$ cat src/rtl/bird_pkg.sv
// Shared types and constant helpers for the bird physics unit.
package bird_pkg;

    typedef enum logic [2:0] {
        ST_IDLE    = 3'd0,
        ST_PLAY    = 3'd1,
        ST_HIT     = 3'd2,
        ST_RESPAWN = 3'd3,
        ST_OVER    = 3'd4
    } bird_state_t;

    localparam int PIX_W = 32;

    // Fixed-point register width: 32 pixel bits, FRAC fraction bits, plus sign and carry headroom.
    function automatic int fix_width(input int frac);
        return PIX_W + frac + 2;
    endfunction

    function automatic int log2_floor(input int value);
        int r;
        r = 0;
        for (int i = 0; i < 32; i++) begin
            if ((value >> i) > 1) begin
                r = i + 1;
            end
        end
        return r;
    endfunction

endpackage

$ cat src/rtl/bird_edge_latch.sv
// Rising-edge detector with a sticky request that survives until the next frame tick.
module bird_edge_latch (
    input  logic clk,
    input  logic reset,
    input  logic start_of_frame,
    input  logic key,
    output logic req
);

    logic prev_r;
    logic pend_r;
    logic rise_s;

    assign rise_s = key & ~prev_r;
    // An edge arriving on the tick clock itself is still honoured by that tick.
    assign req    = pend_r | rise_s;

    // Edge history and sticky request, consumed by the frame tick.
    always_ff @(posedge clk or posedge reset) begin
        if (reset) begin
            prev_r <= 1'b0;
            pend_r <= 1'b0;
        end else begin
            prev_r <= key;
            if (start_of_frame) begin
                pend_r <= 1'b0;
            end else begin
                pend_r <= pend_r | rise_s;
            end
        end
    end

endmodule

$ cat src/rtl/bird_physics_unit.sv
// Bird vertical physics (fixed-point y/v, gravity, flap, terminal velocity) and game-flow FSM.
module bird_physics_unit
    import bird_pkg::*;
#(
    parameter int START_X       = 100,
    parameter int START_Y       = 200,
    parameter int FLOOR_Y       = 440,
    parameter int BIRD_H        = 32,
    parameter int FRAC          = 4,
    parameter int GRAVITY       = 6,
    parameter int FLAP_VEL      = 80,
    parameter int MAX_VEL       = 128,
    parameter int LIVES         = 3,
    parameter int INVULN_FRAMES = 60,
    parameter int BLINK_PERIOD  = 8
) (
    input  logic        clk,
    input  logic        reset,
    input  logic        startOfFrame,
    input  logic        flap_key,
    input  logic        start_key,
    input  logic        collision,
    output logic [31:0] topLeft_x_bird,
    output logic [31:0] topLeft_y_bird,
    output logic [15:0] velocity,
    output logic [2:0]  state,
    output logic [2:0]  lives,
    output logic        bird_visible,
    output logic        game_over
);

    localparam int FW        = fix_width(FRAC);
    localparam int BLINK_BIT = log2_floor(BLINK_PERIOD);
    localparam int CNT_A     = $clog2(INVULN_FRAMES) + 1;
    localparam int CNT_W     = (CNT_A > BLINK_BIT + 1) ? CNT_A : BLINK_BIT + 1;

    localparam logic signed [FW-1:0]  START_FIX  = FW'(START_Y) <<< FRAC;
    localparam logic signed [FW-1:0]  FLOOR_FIX  = FW'(FLOOR_Y - BIRD_H) <<< FRAC;
    localparam logic signed [15:0]    GRAV_V     = 16'(GRAVITY);
    localparam logic signed [15:0]    FLAP_V     = 16'(FLAP_VEL);
    localparam logic signed [15:0]    MAX_V      = 16'(MAX_VEL);
    localparam logic [CNT_W-1:0]      CNT_LAST   = CNT_W'(INVULN_FRAMES - 1);
    localparam logic [2:0]            LIVES_INIT = 3'(LIVES);

    bird_state_t              state_r;
    bird_state_t              state_n;
    logic signed [FW-1:0]     y_r;
    logic signed [FW-1:0]     y_n;
    logic signed [FW-1:0]     y_sum_s;
    logic signed [FW-1:0]     y_phys_s;
    logic signed [15:0]       v_r;
    logic signed [15:0]       v_n;
    logic signed [16:0]       v_sum_s;
    logic signed [15:0]       v_grav_s;
    logic signed [15:0]       v_cand_s;
    logic signed [15:0]       v_phys_s;
    logic [2:0]               lives_r;
    logic [2:0]               lives_n;
    logic [CNT_W-1:0]         cnt_r;
    logic [CNT_W-1:0]         cnt_n;
    logic                     vis_r;
    logic                     vis_n;
    logic                     over_r;
    logic                     over_n;
    logic                     flap_req_s;
    logic                     start_req_s;
    logic                     hit_req_s;
    logic                     flap_ok_s;
    logic                     floor_hit_s;

    bird_edge_latch u_flap_latch (
        .clk            (clk),
        .reset          (reset),
        .start_of_frame (startOfFrame),
        .key            (flap_key),
        .req            (flap_req_s)
    );

    bird_edge_latch u_start_latch (
        .clk            (clk),
        .reset          (reset),
        .start_of_frame (startOfFrame),
        .key            (start_key),
        .req            (start_req_s)
    );

    bird_edge_latch u_hit_latch (
        .clk            (clk),
        .reset          (reset),
        .start_of_frame (startOfFrame),
        .key            (collision),
        .req            (hit_req_s)
    );

    // Candidate physics step: velocity update, position integrate, ceiling and floor clamps.
    always_comb begin
        v_sum_s = 17'(v_r) + 17'(GRAV_V);
        if (v_sum_s > 17'(MAX_V)) begin
            v_grav_s = MAX_V;
        end else begin
            v_grav_s = v_sum_s[15:0];
        end

        case (state_r)
            ST_IDLE: flap_ok_s = flap_req_s;
            ST_PLAY: flap_ok_s = flap_req_s & ~hit_req_s;
            default: flap_ok_s = 1'b0;
        endcase

        // Leaving IDLE on start alone integrates with zero velocity.
        if (flap_ok_s) begin
            v_cand_s = -FLAP_V;
        end else if (state_r == ST_IDLE) begin
            v_cand_s = 16'sd0;
        end else begin
            v_cand_s = v_grav_s;
        end

        y_sum_s = y_r + FW'(v_cand_s);
        if (y_sum_s[FW-1]) begin
            y_phys_s    = '0;
            v_phys_s    = 16'sd0;
            floor_hit_s = 1'b0;
        end else if (y_sum_s >= FLOOR_FIX) begin
            y_phys_s    = FLOOR_FIX;
            v_phys_s    = v_cand_s;
            floor_hit_s = 1'b1;
        end else begin
            y_phys_s    = y_sum_s;
            v_phys_s    = v_cand_s;
            floor_hit_s = 1'b0;
        end
    end

    // Next-state logic for the game-flow FSM.
    always_comb begin
        case (state_r)
            ST_IDLE: begin
                if (flap_req_s | start_req_s) begin
                    state_n = ST_PLAY;
                end else begin
                    state_n = ST_IDLE;
                end
            end
            ST_PLAY: begin
                if (hit_req_s | floor_hit_s) begin
                    state_n = ST_HIT;
                end else begin
                    state_n = ST_PLAY;
                end
            end
            ST_HIT: begin
                if (!floor_hit_s) begin
                    state_n = ST_HIT;
                end else if (lives_r == 3'd0) begin
                    state_n = ST_OVER;
                end else begin
                    state_n = ST_RESPAWN;
                end
            end
            ST_RESPAWN: begin
                if (cnt_r == CNT_LAST) begin
                    state_n = ST_PLAY;
                end else begin
                    state_n = ST_RESPAWN;
                end
            end
            ST_OVER: begin
                if (start_req_s) begin
                    state_n = ST_IDLE;
                end else begin
                    state_n = ST_OVER;
                end
            end
            default: state_n = ST_IDLE;
        endcase
    end

    // Datapath and output next values chosen by the current state.
    always_comb begin
        y_n     = y_r;
        v_n     = v_r;
        lives_n = lives_r;
        cnt_n   = cnt_r;
        vis_n   = 1'b1;
        over_n  = (state_n == ST_OVER);
        case (state_r)
            ST_IDLE: begin
                if (flap_req_s | start_req_s) begin
                    y_n = y_phys_s;
                    v_n = v_phys_s;
                end else begin
                    y_n = y_r;
                end
            end
            ST_PLAY: begin
                y_n = y_phys_s;
                v_n = v_phys_s;
                if ((hit_req_s | floor_hit_s) && (lives_r != 3'd0)) begin
                    lives_n = lives_r - 3'd1;
                end else begin
                    lives_n = lives_r;
                end
            end
            ST_HIT: begin
                if (floor_hit_s && (lives_r != 3'd0)) begin
                    y_n   = START_FIX;
                    v_n   = 16'sd0;
                    cnt_n = '0;
                end else begin
                    y_n = y_phys_s;
                    v_n = v_phys_s;
                end
            end
            ST_RESPAWN: begin
                if (cnt_r == CNT_LAST) begin
                    cnt_n = '0;
                    vis_n = 1'b1;
                end else begin
                    cnt_n = cnt_r + CNT_W'(1);
                    vis_n = ~cnt_n[BLINK_BIT];
                end
            end
            ST_OVER: begin
                if (start_req_s) begin
                    lives_n = LIVES_INIT;
                    y_n     = START_FIX;
                    v_n     = 16'sd0;
                end else begin
                    lives_n = lives_r;
                end
            end
            default: begin
                y_n = y_r;
            end
        endcase
    end

    // State and datapath registers; everything advances only on the frame tick.
    always_ff @(posedge clk or posedge reset) begin
        if (reset) begin
            state_r <= ST_IDLE;
            y_r     <= START_FIX;
            v_r     <= 16'sd0;
            lives_r <= LIVES_INIT;
            cnt_r   <= '0;
            vis_r   <= 1'b1;
            over_r  <= 1'b0;
        end else if (startOfFrame) begin
            state_r <= state_n;
            y_r     <= y_n;
            v_r     <= v_n;
            lives_r <= lives_n;
            cnt_r   <= cnt_n;
            vis_r   <= vis_n;
            over_r  <= over_n;
        end
    end

    assign topLeft_x_bird = 32'(START_X);
    assign topLeft_y_bird = y_r[FRAC+31:FRAC];
    assign velocity       = v_r;
    assign state          = state_r;
    assign lives          = lives_r;
    assign bird_visible   = vis_r;
    assign game_over      = over_r;

endmodule

$ cat config.mk
export PLATFORM = sky130hd
export DESIGN_NAME = bird_physics_unit
export DESIGN_NICKNAME = d
export VERILOG_FILES = /design/src/rtl/bird_pkg.sv /design/src/rtl/bird_edge_latch.sv /design/src/rtl/bird_physics_unit.sv
export SDC_FILE = /design/constraint.sdc
export NUM_CORES = 1
export LEC_CHECK = 0
export ABC_AREA = 1
export ABC_CLOCK_PERIOD_IN_PS = 10400
export BUFFER_PORTS_ARGS = -buffer_cell sky130_fd_sc_hd__buf_2
export CAP_MARGIN = 30
export CELL_PAD_IN_SITES_DETAIL_PLACEMENT = 1
export CELL_PAD_IN_SITES_GLOBAL_PLACEMENT = 1
export CORE_ASPECT_RATIO = 1.4
export CORE_MARGIN = 4
export CORE_UTILIZATION = 45
export CTS_CLUSTER_DIAMETER = 80
export DETAILED_ROUTE_END_ITERATION = 12
export PLACE_DENSITY = 0.9
export SLEW_MARGIN = 20
export SYNTH_ARGS = -nofsm -noshare
export SYNTH_HDL_FRONTEND = slang
export SYNTH_SLANG_ARGS = --single-unit
$ cat constraint.sdc
create_clock -name clk -period 10.4 [get_ports clk]
set_input_delay 0.52 -clock clk [delete_from_list [all_inputs] [get_ports clk]]
set_output_delay 0.52 -clock clk [all_outputs]
set_load 0.02 [all_outputs]
* Word level (Yosys, flattened, before mapping) *
Index checks and enable logic that the tools add are counted.

operators by class
  add/sub/neg operators = 4
  order comparisons = 2
  equality and inequality tests = 10
  muxes and demuxes = 35
  bitwise operators = 14
  reduce and logical (&&, ||, !) cells = 11

operators with widths
  operator                                                         number
  one-hot mux 38 bit (4 select lines)                              1
  two-way mux 38 bit                                               3
  two-way mux 16 bit                                               7
  two-way mux 37 bit                                               2
  one-hot mux 16 bit (4 select lines)                              1
  adder 38 x 16 -> 38 bit                                          1
  >= comparator 38 x 14 -> 1 bit (second input constant)           1
  adder 16 x 4 -> 17 bit (second input constant)                   1
  greater-than comparator 17 x 9 -> 1 bit (second input constant)  1
  two-way mux 3 bit                                                5
  one-hot mux 3 bit (5 select lines)                               1
  two-way mux 7 bit                                                2
  one-hot mux 7 bit (2 select lines)                               1
  two-way mux 1 bit                                                8
  AND reduction 4 bit                                              2
  adder 7 x 1 -> 7 bit (second input constant)                     1
  == test 7 x 6 -> 1 bit (second input constant)                   1
  == test 3 x 2 -> 1 bit (second input constant)                   2
  == test 3 bit (second input constant)                            2
  logical NOT 3 bit                                                2
  inequality test 2 bit (second input constant)                    3
  one-hot mux 3 bit (2 select lines)                               1
  inverter 1 bit                                                   5
  bitwise OR 1 bit                                                 5
  11 further kinds                                                 17

storage, ports and cells
  flip-flop bits (word level) = 75
  bits of input ports = 6
  output and inout bits = 88
  word-level logic and storage cells = 89

* Longest topological paths before layout *
  depth after elaboration = 15
  gate-level depth with buffers = 39
  depth with buffers taken out = 38

* Modules after synthesis *
A second synthesis with hierarchy kept.

second synthesis, totals
  cell total of the unflattened synthesis = 1064
  area total of the unflattened synthesis = 7074.3 um^2

modules (own cells, without submodules)
  module             times used  cells an instance  area an instance (um^2)  sequential area each (um^2)
  bird_physics_unit  1           1040               6834.1                   1709.1
  bird_edge_latch    3           8                  80.1                     50.0

* Worst setup path before layout *
No wires, ideal clock.

  kind = register -> register
  start point = reg v_r[1], in the netlist velocity[1]
  end point = reg state_r[0], in the netlist state[0]
  library setup time = 0.117 ns
  arrival = 6.213 ns
  required time = 10.283 ns
  slack = 4.071 ns
  cell stages (with the launch flop) = 37
  path buffers = 1
  period minus slack after synthesis = 6.329 ns
  path through = dfrtp_1 > inv_1 > ha_1 > inv_1 > nand2_1 > nor2_2 > nand2_1 > nand2_1 > nand2_1 > nor2_1 > nand3_1 > nor2_1 > nand2_1 > nand2_2 > buf_6 > inv_1 > o31ai_1 > ha_1 > a21oi_1 > o21ai_0 > a21oi_1 > nor2_1 > a211oi_1 > nand2_1 > nand3_1 > nand4_1 > ha_1 > inv_1 > nand3_1 > nor2_2 > nand3_4 > nand3_4 > nand2_4 > nor2_2 > nand2_1 > nand2_1 > nand2_1

on the way
  longest elaborated chain between the ends = 12
  elaborated cells on any way between the ends = 13
  those cells by class = add/sub: 2; order compare: 2; mux: 8; bitwise: 1

RTL lines
  item                                     line                      RTL
  start: declaration                       bird_physics_unit.sv:51   logic signed [15:0] v_r;
  start signal: assignment                 bird_physics_unit.sv:252  v_r <= v_n;
  adder 16 x 4 -> 17 bit *                 bird_physics_unit.sv:97   v_sum_s = 17'(v_r) + 17'(GRAV_V);
  greater-than comparator 17 x 9 -> 1 bit  bird_physics_unit.sv:98   if (v_sum_s > 17'(MAX_V)) begin
  two-way mux 16 bit *                     bird_physics_unit.sv:98
  two-way mux 16 bit *                     bird_physics_unit.sv:113  end else if (state_r == ST_IDLE) begin
  two-way mux 16 bit *                     bird_physics_unit.sv:111  if (flap_ok_s) begin
  adder 38 x 16 -> 38 bit *                bird_physics_unit.sv:119  y_sum_s = y_r + FW'(v_cand_s);
  >= comparator 38 x 14 -> 1 bit           bird_physics_unit.sv:124  end else if (y_sum_s >= FLOOR_FIX) begin
  two-way mux 1 bit                        bird_physics_unit.sv:124
  two-way mux 1 bit *                      bird_physics_unit.sv:120  if (y_sum_s[FW-1]) begin
  bitwise OR 1 bit                         bird_physics_unit.sv:146  if (hit_req_s | floor_hit_s) begin
  two-way mux 2 bit                        bird_physics_unit.sv:146
  one-hot mux 3 bit (5 select lines) *     bird_physics_unit.sv:137  case (state_r)
  end signal: assignment                   bird_physics_unit.sv:250  state_r <= state_n;
  end: declaration                         bird_physics_unit.sv:45   bird_state_t state_r;

Mark *: on every way between the ends. The rest lies on a longest branch, timed or not.
A chain may end at the register's enable or synchronous reset.

* Worst setup path in the final report *
Ends and elaborated chain as after synthesis.

==> impl_metrics.yaml <==
critical_path:
  reg2reg_depth: 34
  crit_top_cell: "nand2_1"
  crit_fanout: 23
  path_class: "flip-flop to flip-flop"
  critPathRequiredTime_ns: 10.64
  cp-start-kind: "flip-flop"
  cp_data_arrival_time_ns: 6.37
  crit_path_top_delay_cell: "dfrtp_1"
  end_kind: "flip-flop"
  slowest_delay_ns: 0.45
logic_synthesis:
  synth_common_cells: "nand2_1, inv_1, nor2_1"
  synth_top_area_share_pct: 24.3
  syn_avg_cell_area_sq_um: 6.62
  synth_top_area_cell: "dfrtp_1"
  synthFlopType: "dfrtp_1"
  synth_edf_count: 0
  yosys_warnings: 0
  synthTopCellsByArea: "dfrtp_1, nand2_1, inv_1"
  synth.distinct_cells: 46
  ys_seq_elements: 74
  postSynth.asyncResetShare_pct: 100
  synth.most_common_cell: "nand2_1"
  synth_seq_area_share_pct: 26.5
  synth_area_sq_um: 7010
  syn_inst: 1058
floorplanning:
  pin_count: 94
  die_area_sq_um: 17700
  die_h_microns: 156
  start_util_pct: 46.4
  rows: 53
  die_width_microns: 113
  core_area_sq_um: 15100
drt:
  routed_wl_mm: 22.5
  avgViaCountPerCell: 5.42
  drcViolationCount: 0
  num_vias: 6981
  drtAntennaViolNets: 0
  routedWlPerCell_microns: 17.5
  first_iter_violations: 264
  firstDrtPassIters: 6
layout:
  fillers: 2110
  finalNonFillerCells: 1288
  final_net_count: 1138
  final_core_util_pct: 49.7
  synthToLayoutAreaGrowth_pct: 7.20
  antennaDiodeCount: 0
  drive_gt1_share_pct: 14.1
timing:
  maxSlewViolCount: 0
  fin_crit_ns: 6.12
  skew_ns: 0.00985
  setup_ws_ns: 4.28
  period_share_pct: 58.9
  max_freq_ghz: 0.163
  worstMarginPinSlew_ns: 0.808
  final-setup-viol-count: 0
  rsz0062_at_grt: "no"
  relSlewSlack_pct: 45.7
  setup_tns_ns: 0
  hold_violations: 0
cts:
  cts_tree: "yes"
  postCtsResizedCells: 0
  htreeDepth: 3
  hold_buffers: 0
  cts.clk_slew.worst_paths_ns: 0.07
  root_buffer: "clkbuf_16"
  cts.path.max_buffers: 2
  clock_latency_ns: 0.35
  cts_setup_buffers: 0
  numClockSinks: 74
  numCtsBuffers: 9
power_and_ir_drop:
  ir_drop_mv: 0.119
  p_sw_share_pct: 52.5
  p_total_mw: 1.74
  p_switching_mw: 0.914
  combPwrFrac_pct: 56.9
  internal_power_mw: 0.828
  clockPowerShare_pct: 19.3
  p_leak_nw: 3.88
  p_per_area_nw_per_um2: 232
  seq_power_share_pct: 23.7
grt:
  grt_max_degree: 75
  grt_first_pass_wirelength_mm: 36.7
  antenna_found_initial: 0
  grt.total_usage_pct: 25.8
  first_global_vias: 7473
  overflow: 0
outcome:
  outcome: "complete, no violations"
placed_design:
  dp_cells: 1271
  post-dp-hpwl_mm: 17.8
  port_buffers: 61
  place_congestion: 0.950
  place_ws_ns: 4.43
min_path:
  hp-class: "input pin to async pin"
job:
  max_cap_viol_count: 0
## per-layer routing
layer | global-route usage, % | part of all wire, % | up-vias
li1 | - | - | 3384
met3 | 3.65 | 3.0 | 82
met5 | 0 | 0 | -
met4 | 14.9 | 5.8 | 0
met2 | 48.8 | 54 | 172
met1 | 26.7 | 37 | 3343
## layout by cell type, fill, tap and decap left out, drive strengths merged
master | Yosys | final
o22ai | 3 | 3
o2111ai | 1 | 1
a211oi | 3 | 3
inv | 146 | 148
a31oi | 5 | 5
o21ai | 45 | 45
nand2 | 293 | 293
fa | 1 | 1
xor2 | 11 | 11
o31ai | 9 | 9
o21a | 12 | 12
nand4 | 21 | 21
ha | 40 | 40
dfrtp | 68 | 68
o311ai | 1 | 1
a21oi | 55 | 55
conb | 2 | 32
bufinv | 0 | 1
a221oi | 1 | 1
xnor2 | 7 | 7
clkinv | 2 | 5
nor3 | 18 | 18
dfstp | 6 | 6
nor3b | 2 | 2
nand3b | 11 | 11
a21o | 2 | 2
nand3 | 77 | 77
clkinvlp | 0 | 1
buf | 68 | 66
clkbuf | 6 | 9
a21boi | 1 | 1
nor4 | 3 | 3
nor2 | 137 | 137
o21bai | 1 | 1
## flip-flops by register name (all words and copies together) (netlist names), 3 cells and up
register  cells
y_r          37
velocity     16
cnt_r         7
lives         3
state         3
## worst paths after layout
kind                             startpoint                  end  slack [ns]
min in group clk                   flap_key  u_flap_latch.prev_r        0.29
worst max register to register  velocity[1]             state[0]        4.28
worst max-delay path            velocity[1]             state[0]        4.28
max in group asynchronous             reset             lives[1]        9.51
worst min register to register    game_over            game_over        0.49
worst min-delay path                  reset             cnt_r[3]        0.25
## through the flow
stage | hold WS [ns] | area (sq um)
2_1_floorplan | 0.449 | 7120
3_5_place_dp | 0.465 | 7180
4_1_cts | 0.275 | 7480
3_3_place_gp | 0.461 | 7180
5_1_grt | 0.281 | 7510
6_report | 0.250 | 7510
## cells by family (layout without fill, tap and decap cells)
family,after synthesis,in the layout,share of synthesized area [%]
buffers and inverters,222,230,15.6
other,2,32,0.107
AND/OR/NAND/NOR,562,562,36.6
flip-flops,74,74,26.5
XOR/XNOR,18,18,2.25
adder cells (fa/ha/maj),41,41,7.43
AO/OA/AOI/OAI,139,139,11.5
## power groups by stage
stage               clock network (mW)  registers (mW)  logic [mW]
global placement                     0           0.414       0.938
CTS                              0.343           0.412       0.989
detailed placement                   0           0.416       0.974
finish                           0.337           0.413       0.992
global route                     0.354           0.421        1.10
floorplan                            0           0.431       0.699
## worst max-delay path: cells and delay by family (launching register included)
family / cells / cell delay, ns
compound gates: 6 / 1.34
fa+ha+maj: 3 / 0.91
buf+inv: 4 / 0.88
flops: 1 / 0.45
simple gates: 21 / 2.42
## area by class of cell
| type | instances | area [sq um] | area share [%] |
|---|---|---|---|
| inverter | 148 | 557 | 7.41 |
| tap | 192 | 240 | 3.20 |
| multi-input combinational | 792 | 4180 | 55.7 |
| clock inverter | 7 | 83.8 | 1.12 |
| timing repair buffer | 66 | 363 | 4.83 |
| clock buffer | 9 | 225 | 3.00 |
| sequential | 74 | 1860 | 24.8 |
Power figures use the tool's default switching activity.
